`src/rtl/mig_burst_engine.sv`:
```
// Burst sequencer for the MIG UI port: one start moves len beats to/from consecutive
// addresses, with write-data backpressure and a bounded outstanding-read window.
module mig_burst_engine #(
  parameter int ADDR_W    = 29,
  parameter int DATA_W    = 256,
  parameter int ADDR_STEP = 8,
  parameter int LEN_W     = 8,
  parameter int MAX_OUT   = 16
) (
  input  logic                ui_clk,
  input  logic                ui_clk_sync_rst,
  input  logic                init_calib_complete,
  input  logic                start,
  input  logic                op,
  input  logic [ADDR_W-1:0]   base_addr,
  input  logic [LEN_W-1:0]    len,
  output logic                busy,
  output logic                done,
  input  logic [DATA_W-1:0]   wr_data,
  input  logic                wr_valid,
  output logic                wr_ready,
  output logic [DATA_W-1:0]   rd_data,
  output logic                rd_valid,
  output logic                rd_last,
  output logic [ADDR_W-1:0]   app_addr,
  output logic [2:0]          app_cmd,
  output logic                app_en,
  output logic [DATA_W-1:0]   app_wdf_data,
  output logic                app_wdf_wren,
  output logic                app_wdf_end,
  output logic [DATA_W/8-1:0] app_wdf_mask,
  input  logic                app_rdy,
  input  logic                app_wdf_rdy,
  input  logic                app_rd_data_valid,
  input  logic [DATA_W-1:0]   app_rd_data
);

  localparam int OUT_W = $clog2(MAX_OUT) + 1;
  localparam logic [OUT_W-1:0] MAX_OUT_C = OUT_W'(MAX_OUT);

  typedef enum logic [2:0] {S_IDLE, S_WR, S_RD, S_DRAIN, S_DONE} state_t;

  state_t            state_reg, state_next;
  logic [ADDR_W-1:0] cur_addr_reg, cur_addr_next;
  logic [LEN_W-1:0]  len_reg, len_next;
  logic [LEN_W-1:0]  remaining_reg, remaining_next;
  logic [LEN_W-1:0]  issued_reg, issued_next;
  logic [LEN_W-1:0]  returned_reg, returned_next;
  logic [OUT_W-1:0]  outstanding_reg, outstanding_next;
  logic              rd_valid_reg, rd_valid_next;
  logic              rd_last_reg, rd_last_next;
  logic [DATA_W-1:0] rd_data_reg, rd_data_next;
  logic [LEN_W-1:0]  len_m1;
  logic              wr_fire, rd_fire, rd_ret;

  assign len_m1 = len_reg - LEN_W'(1);

  always_comb begin
    state_next       = state_reg;
    cur_addr_next    = cur_addr_reg;
    len_next         = len_reg;
    remaining_next   = remaining_reg;
    issued_next      = issued_reg;
    returned_next    = returned_reg;
    outstanding_next = outstanding_reg;
    app_cmd          = 3'b000;
    app_en           = 1'b0;
    wr_fire          = 1'b0;
    rd_fire          = 1'b0;

    // Read returns are only meaningful while a read burst is in flight.
    rd_ret        = app_rd_data_valid && (state_reg == S_RD || state_reg == S_DRAIN);
    rd_valid_next = rd_ret;
    rd_last_next  = rd_ret && (returned_reg == len_m1);
    rd_data_next  = rd_ret ? app_rd_data : rd_data_reg;
    if (rd_ret) returned_next = returned_reg + LEN_W'(1);

    case (state_reg)
      S_IDLE: begin
        if (start && init_calib_complete) begin
          len_next         = len;
          remaining_next   = len;
          cur_addr_next    = base_addr;
          issued_next      = '0;
          returned_next    = '0;
          outstanding_next = '0;
          if (len == '0)  state_next = S_DONE;
          else if (op)    state_next = S_RD;
          else            state_next = S_WR;
        end
      end
      S_WR: begin
        app_en  = wr_valid && app_wdf_rdy;
        wr_fire = wr_valid && app_rdy && app_wdf_rdy;
        if (wr_fire) begin
          cur_addr_next  = cur_addr_reg + ADDR_W'(ADDR_STEP);
          remaining_next = remaining_reg - LEN_W'(1);
          if (remaining_reg == LEN_W'(1)) state_next = S_DONE;
        end
      end
      S_RD: begin
        app_cmd = 3'b001;
        app_en  = (issued_reg < len_reg) && (outstanding_reg < MAX_OUT_C);
        rd_fire = app_en && app_rdy;
        if (rd_fire) begin
          cur_addr_next = cur_addr_reg + ADDR_W'(ADDR_STEP);
          issued_next   = issued_reg + LEN_W'(1);
          if (issued_reg == len_m1) state_next = S_DRAIN;
        end
      end
      S_DRAIN: begin
        app_cmd = 3'b001;
        if (returned_reg == len_reg) state_next = S_DONE;
      end
      S_DONE:  state_next = S_IDLE;
      default: state_next = S_IDLE;
    endcase

    // Simultaneous issue and return leave the window count unchanged.
    case ({rd_fire, rd_ret})
      2'b10:   outstanding_next = outstanding_reg + OUT_W'(1);
      2'b01:   outstanding_next = (outstanding_reg != '0) ? outstanding_reg - OUT_W'(1) : '0;
      default: ;
    endcase
  end

  always_ff @(posedge ui_clk) begin
    if (ui_clk_sync_rst) begin
      state_reg       <= S_IDLE;
      cur_addr_reg    <= '0;
      len_reg         <= '0;
      remaining_reg   <= '0;
      issued_reg      <= '0;
      returned_reg    <= '0;
      outstanding_reg <= '0;
      rd_valid_reg    <= 1'b0;
      rd_last_reg     <= 1'b0;
      rd_data_reg     <= '0;
    end else begin
      state_reg       <= state_next;
      cur_addr_reg    <= cur_addr_next;
      len_reg         <= len_next;
      remaining_reg   <= remaining_next;
      issued_reg      <= issued_next;
      returned_reg    <= returned_next;
      outstanding_reg <= outstanding_next;
      rd_valid_reg    <= rd_valid_next;
      rd_last_reg     <= rd_last_next;
      rd_data_reg     <= rd_data_next;
    end
  end

  assign busy         = (state_reg != S_IDLE);
  assign done         = (state_reg == S_DONE);
  assign wr_ready     = wr_fire;
  assign app_wdf_wren = wr_fire;
  assign app_wdf_end  = wr_fire;
  assign app_wdf_data = wr_data;
  assign app_wdf_mask = '0;
  assign app_addr     = cur_addr_reg;
  assign rd_valid     = rd_valid_reg;
  assign rd_last      = rd_last_reg;
  assign rd_data      = rd_data_reg;

endmodule

```
`config.mk`:
```
export PLATFORM = sky130hd
export DESIGN_NAME = mig_burst_engine
export DESIGN_NICKNAME = d
export VERILOG_FILES = /design/src/rtl/mig_burst_engine.sv
export SDC_FILE = /design/constraint.sdc
export NUM_CORES = 1
export LEC_CHECK = 0
export ABC_AREA = 1
export CAP_MARGIN = 10
export CORE_AREA = 2 2 441 443
export DETAILED_ROUTE_END_ITERATION = 7
export DIE_AREA = 0 0 443 445
export GPL_TIMING_DRIVEN = 0
export PLACE_DENSITY_LB_ADDON = 0.08
export SLEW_MARGIN = 20
export SYNTH_ARGS = -nofsm -noshare
export SYNTH_HDL_FRONTEND = slang
export SYNTH_SLANG_ARGS = --single-unit
```
`constraint.sdc`:
```
create_clock -name ui_clk -period 2.2 [get_ports ui_clk]
set_input_delay 0.44 -clock ui_clk [delete_from_list [all_inputs] [get_ports ui_clk]]
set_output_delay 0.44 -clock ui_clk [all_outputs]
set_load 0.02 [all_outputs]
```
==> flow_summary.json <==
{
  "reg2reg_depth": 15,
  "drive_gt1_share_pct": 17.4,
  "violations": "setup timing",
  "fin_ws_ps": -245,
  "synth_area_per_cell_sq_um": 7.28,
  "cts_tree": "done",
  "clock-sinks": 327,
  "required_ps": 1760,
  "whs_endpoint": "app_addr[2]",
  "rrSetupSlack_ps": 50,
  "ys_warn_count": 0,
  "cts-hold-fix-buffers": 0,
  "p_leak_nw": 11.5,
  "antenna_left": 0,
  "ir_drop_mv": 0.477,
  "cp-end-kind": "output port",
  "p_total_mw": 29.1,
  "fin_crit_ps": 2440,
  "hpwlAfterDp_microns": 84600,
  "met3_length_microns": 6500,
  "drv_cap": 0,
  "fill_cells": 21900,
  "ys_ff_latch": 327,
  "fin_cells": 5694,
  "status": "finished, violations left",
  "num_vias": 17000,
  "fin_hold_ws_ps": 403,
  "startpoint_type": "flip-flop",
  "fmax_mhz": 409,
  "dieArea_sq_um": 197000,
  "crit_arrival_ps": 2000,
  "die_x_microns": 443,
  "fin_setup_tns_ps": -245,
  "finalSetupViolations": 1,
  "largest_reg_flops": 256,
  "synth_top_area_share_pct": 41.6,
  "fin_skew_ps": 25.3,
  "clkTransAtPathRegs_ps": 60,
  "die_y_microns": 445,
  "syn-instance-count": 2159,
  "syn2layout_area_growth_pct": 90.3,
  "drtIter0Drc": 617,
  "cts_buffers": 52,
  "synthTopCellsByArea": "dfxtp_1 42%, nor2_1 14%, buf_4 14%",
  "relSlewSlack_pct": 31.0,
  "nets": 3697,
  "drtPass1Iterations": 4,
  "criticalPathCategory": "flip-flop to output port",
  "first_global_vias": 17500,
  "grt_first_pass_wirelength_microns": 140000,
  "synthFlopType": "dfxtp_1",
  "fin_crit_sh_pct": 111,
  "initial_utilization_pct": 8.19,
  "final-max-slew-violation-count": 0,
  "yosysTopAreaCell": "dfxtp_1",
  "r2r-end": "outstanding_reg[3]",
  "vias_per_cell": 2.98,
  "cp_max_fo": 2,
  "hold_start": "base_addr[2]",
  "routedWlPerCell_microns": 18.2,
  "gp_congestion": 0.722,
  "r2r_start": "len_reg[7]",
  "cts-root-buf": "clkbuf_16",
  "dp.cells": 5570,
  "ys_seq_area_share_pct": 41.6,
  "met1_length_microns": 40200,
  "power_density_nw_per_um2": 973,
  "cp-startpoint": "len_reg[7]",
  "async_flop_share_pct": 0,
  "rows": 161,
  "clk-insertion-delay-late_ps": 650,
  "hp-class": "input pin to flip-flop",
  "antenna_found_initial": 14,
  "finalHoldViolCount": 0,
  "pin_count": 1142,
  "routed.top_layer": "met5",
  "drc": 0,
  "netlist_area_sq_um": 15700,
  "grt_start_max_net_pins": 15,
  "clock_path_buffers": 3,
  "gr-usage-all-layers_pct": 9.98,
  "drt_wl_total_microns": 103000,
  "final_core_util_pct": 15.6,
  "route.met2.wl_microns": 54900,
  "synthDistinctLibCells": 42,
  "tightest_slew_ps": 1030,
  "whs_path_depth": 3,
  "overflow": 0,
  "synth_edf_count": 0,
  "rsz0062_at_grt": "yes",
  "cts-htree-levels": 2,
  "portBuffers": 851,
  "core_sq_um": 192000
}
## cells in the final DEF (no fill, tap or decap), types with 13 or more instances in the layout
master,instances
nor3_1,17
nand4_1,13
clkbuf_8,16
buf_4,316
inv_1,64
o21ai_0,316
conb_1,34
nand2_1,179
buf_2,26
xor2_1,13
clkbuf_16,54
nor2_1,599
buf_6,13
xnor2_1,14
nand3_1,41
inv_2,13
dlygate4sd2_1,62
clkbuf_1,69
dfxtp_1,306
a21oi_1,56
clkdlybuf4s50_1,779
## how the worst max path moves through the flow
stage                                    end  slack (ps)  cells past startpoint
after floorplan           outstanding_reg[3]           5                     14
after global placement    outstanding_reg[0]       -1800                     10
after detailed placement          len_reg[6]       -1320                      6
after CTS                             app_en        -370                      7
after global routing                  app_en        -400                      7
final                                 app_en        -240                      7
## layout make-up
| cell class | count | area (sq um) | area share (%) |
|---|---|---|---|
| Timing Repair Buffer | 878 | 8700 | 29.1 |
| Antenna cell | 4 | 10.0 | 0.0334 |
| Tap cell | 2526 | 3160 | 10.6 |
| Sequential cell | 327 | 6600 | 22.0 |
| Clock inverter | 13 | 226 | 0.757 |
| Buffer | 395 | 2730 | 9.12 |
| Multi-Input combinational cell | 1380 | 6560 | 21.9 |
| Inverter | 87 | 372 | 1.24 |
| Clock buffer | 84 | 1580 | 5.29 |
## synth_stat cells, types with 4 or more instances
cell type and count:
nor3_1 18, buf_2 30, buf_4 295, nand2_1 184
nand3_1 42, o21ai_0 321, inv_2 8, nor2_2 4
a21oi_1 63, clkbuf_1 68, dfxtp_1 327, a31oi_1 4
ha_1 18, xor2_1 13, a211oi_1 5, buf_6 4
xnor2_1 14, a21boi_0 7, nand4_1 13, nand2_2 7
inv_1 77, nor2_1 604
## per-stage QoR
stage          area [sq um]  worst slack [ps]
6_report              29900              -245
5_1_grt               29900              -404
4_1_cts               29700              -370
3_5_place_dp          27600             -1320
3_3_place_gp          27500             -1800
2_1_floorplan         15900              5.26
## timing repair
item / CTS / global route
setup buffers: 17 / 9
resized for setup: 182 / 51
pin swaps: 12 / 11
endpoints found under the setup margin: 375 / 51
## routing by layer
metal  GRT usage, %  vias up
met5              0        -
met4           2.05       10
met3           2.78       97
met2           18.9      606
met1           10.9     7721
li1               -     8552
## worst max-delay path: stages, from the launching register on
cell	delay (ps)
dfxtp_4	380
inv_4	40
ha_4	210
a21o_1	180
nor2_4	110
nand4_1	160
o21ai_1	130
buf_4	170
## report_power, final
part	internal, mW	switching [mW]
logic	4.86	7.15
registers	7.20	0.932
clock network	5.48	3.50
total	17.5	11.6
## cells by family (layout without fill, tap and decap cells)
kind of cell             count (synthesis)  count (layout)  synth area share [%]
adder cells (fa/ha/maj)                 18              18                  1.43
XOR/XNOR                                27              27                  1.50
flip-flops                             327             327                  41.6
AO/OA/AOI/OAI                          414             414                  13.7
AND/OR/NAND/NOR                        887             887                  22.7
other                                    1              38                0.0238
buffers and inverters                  485            1457                  19.1
Power figures use the tool's default switching activity.
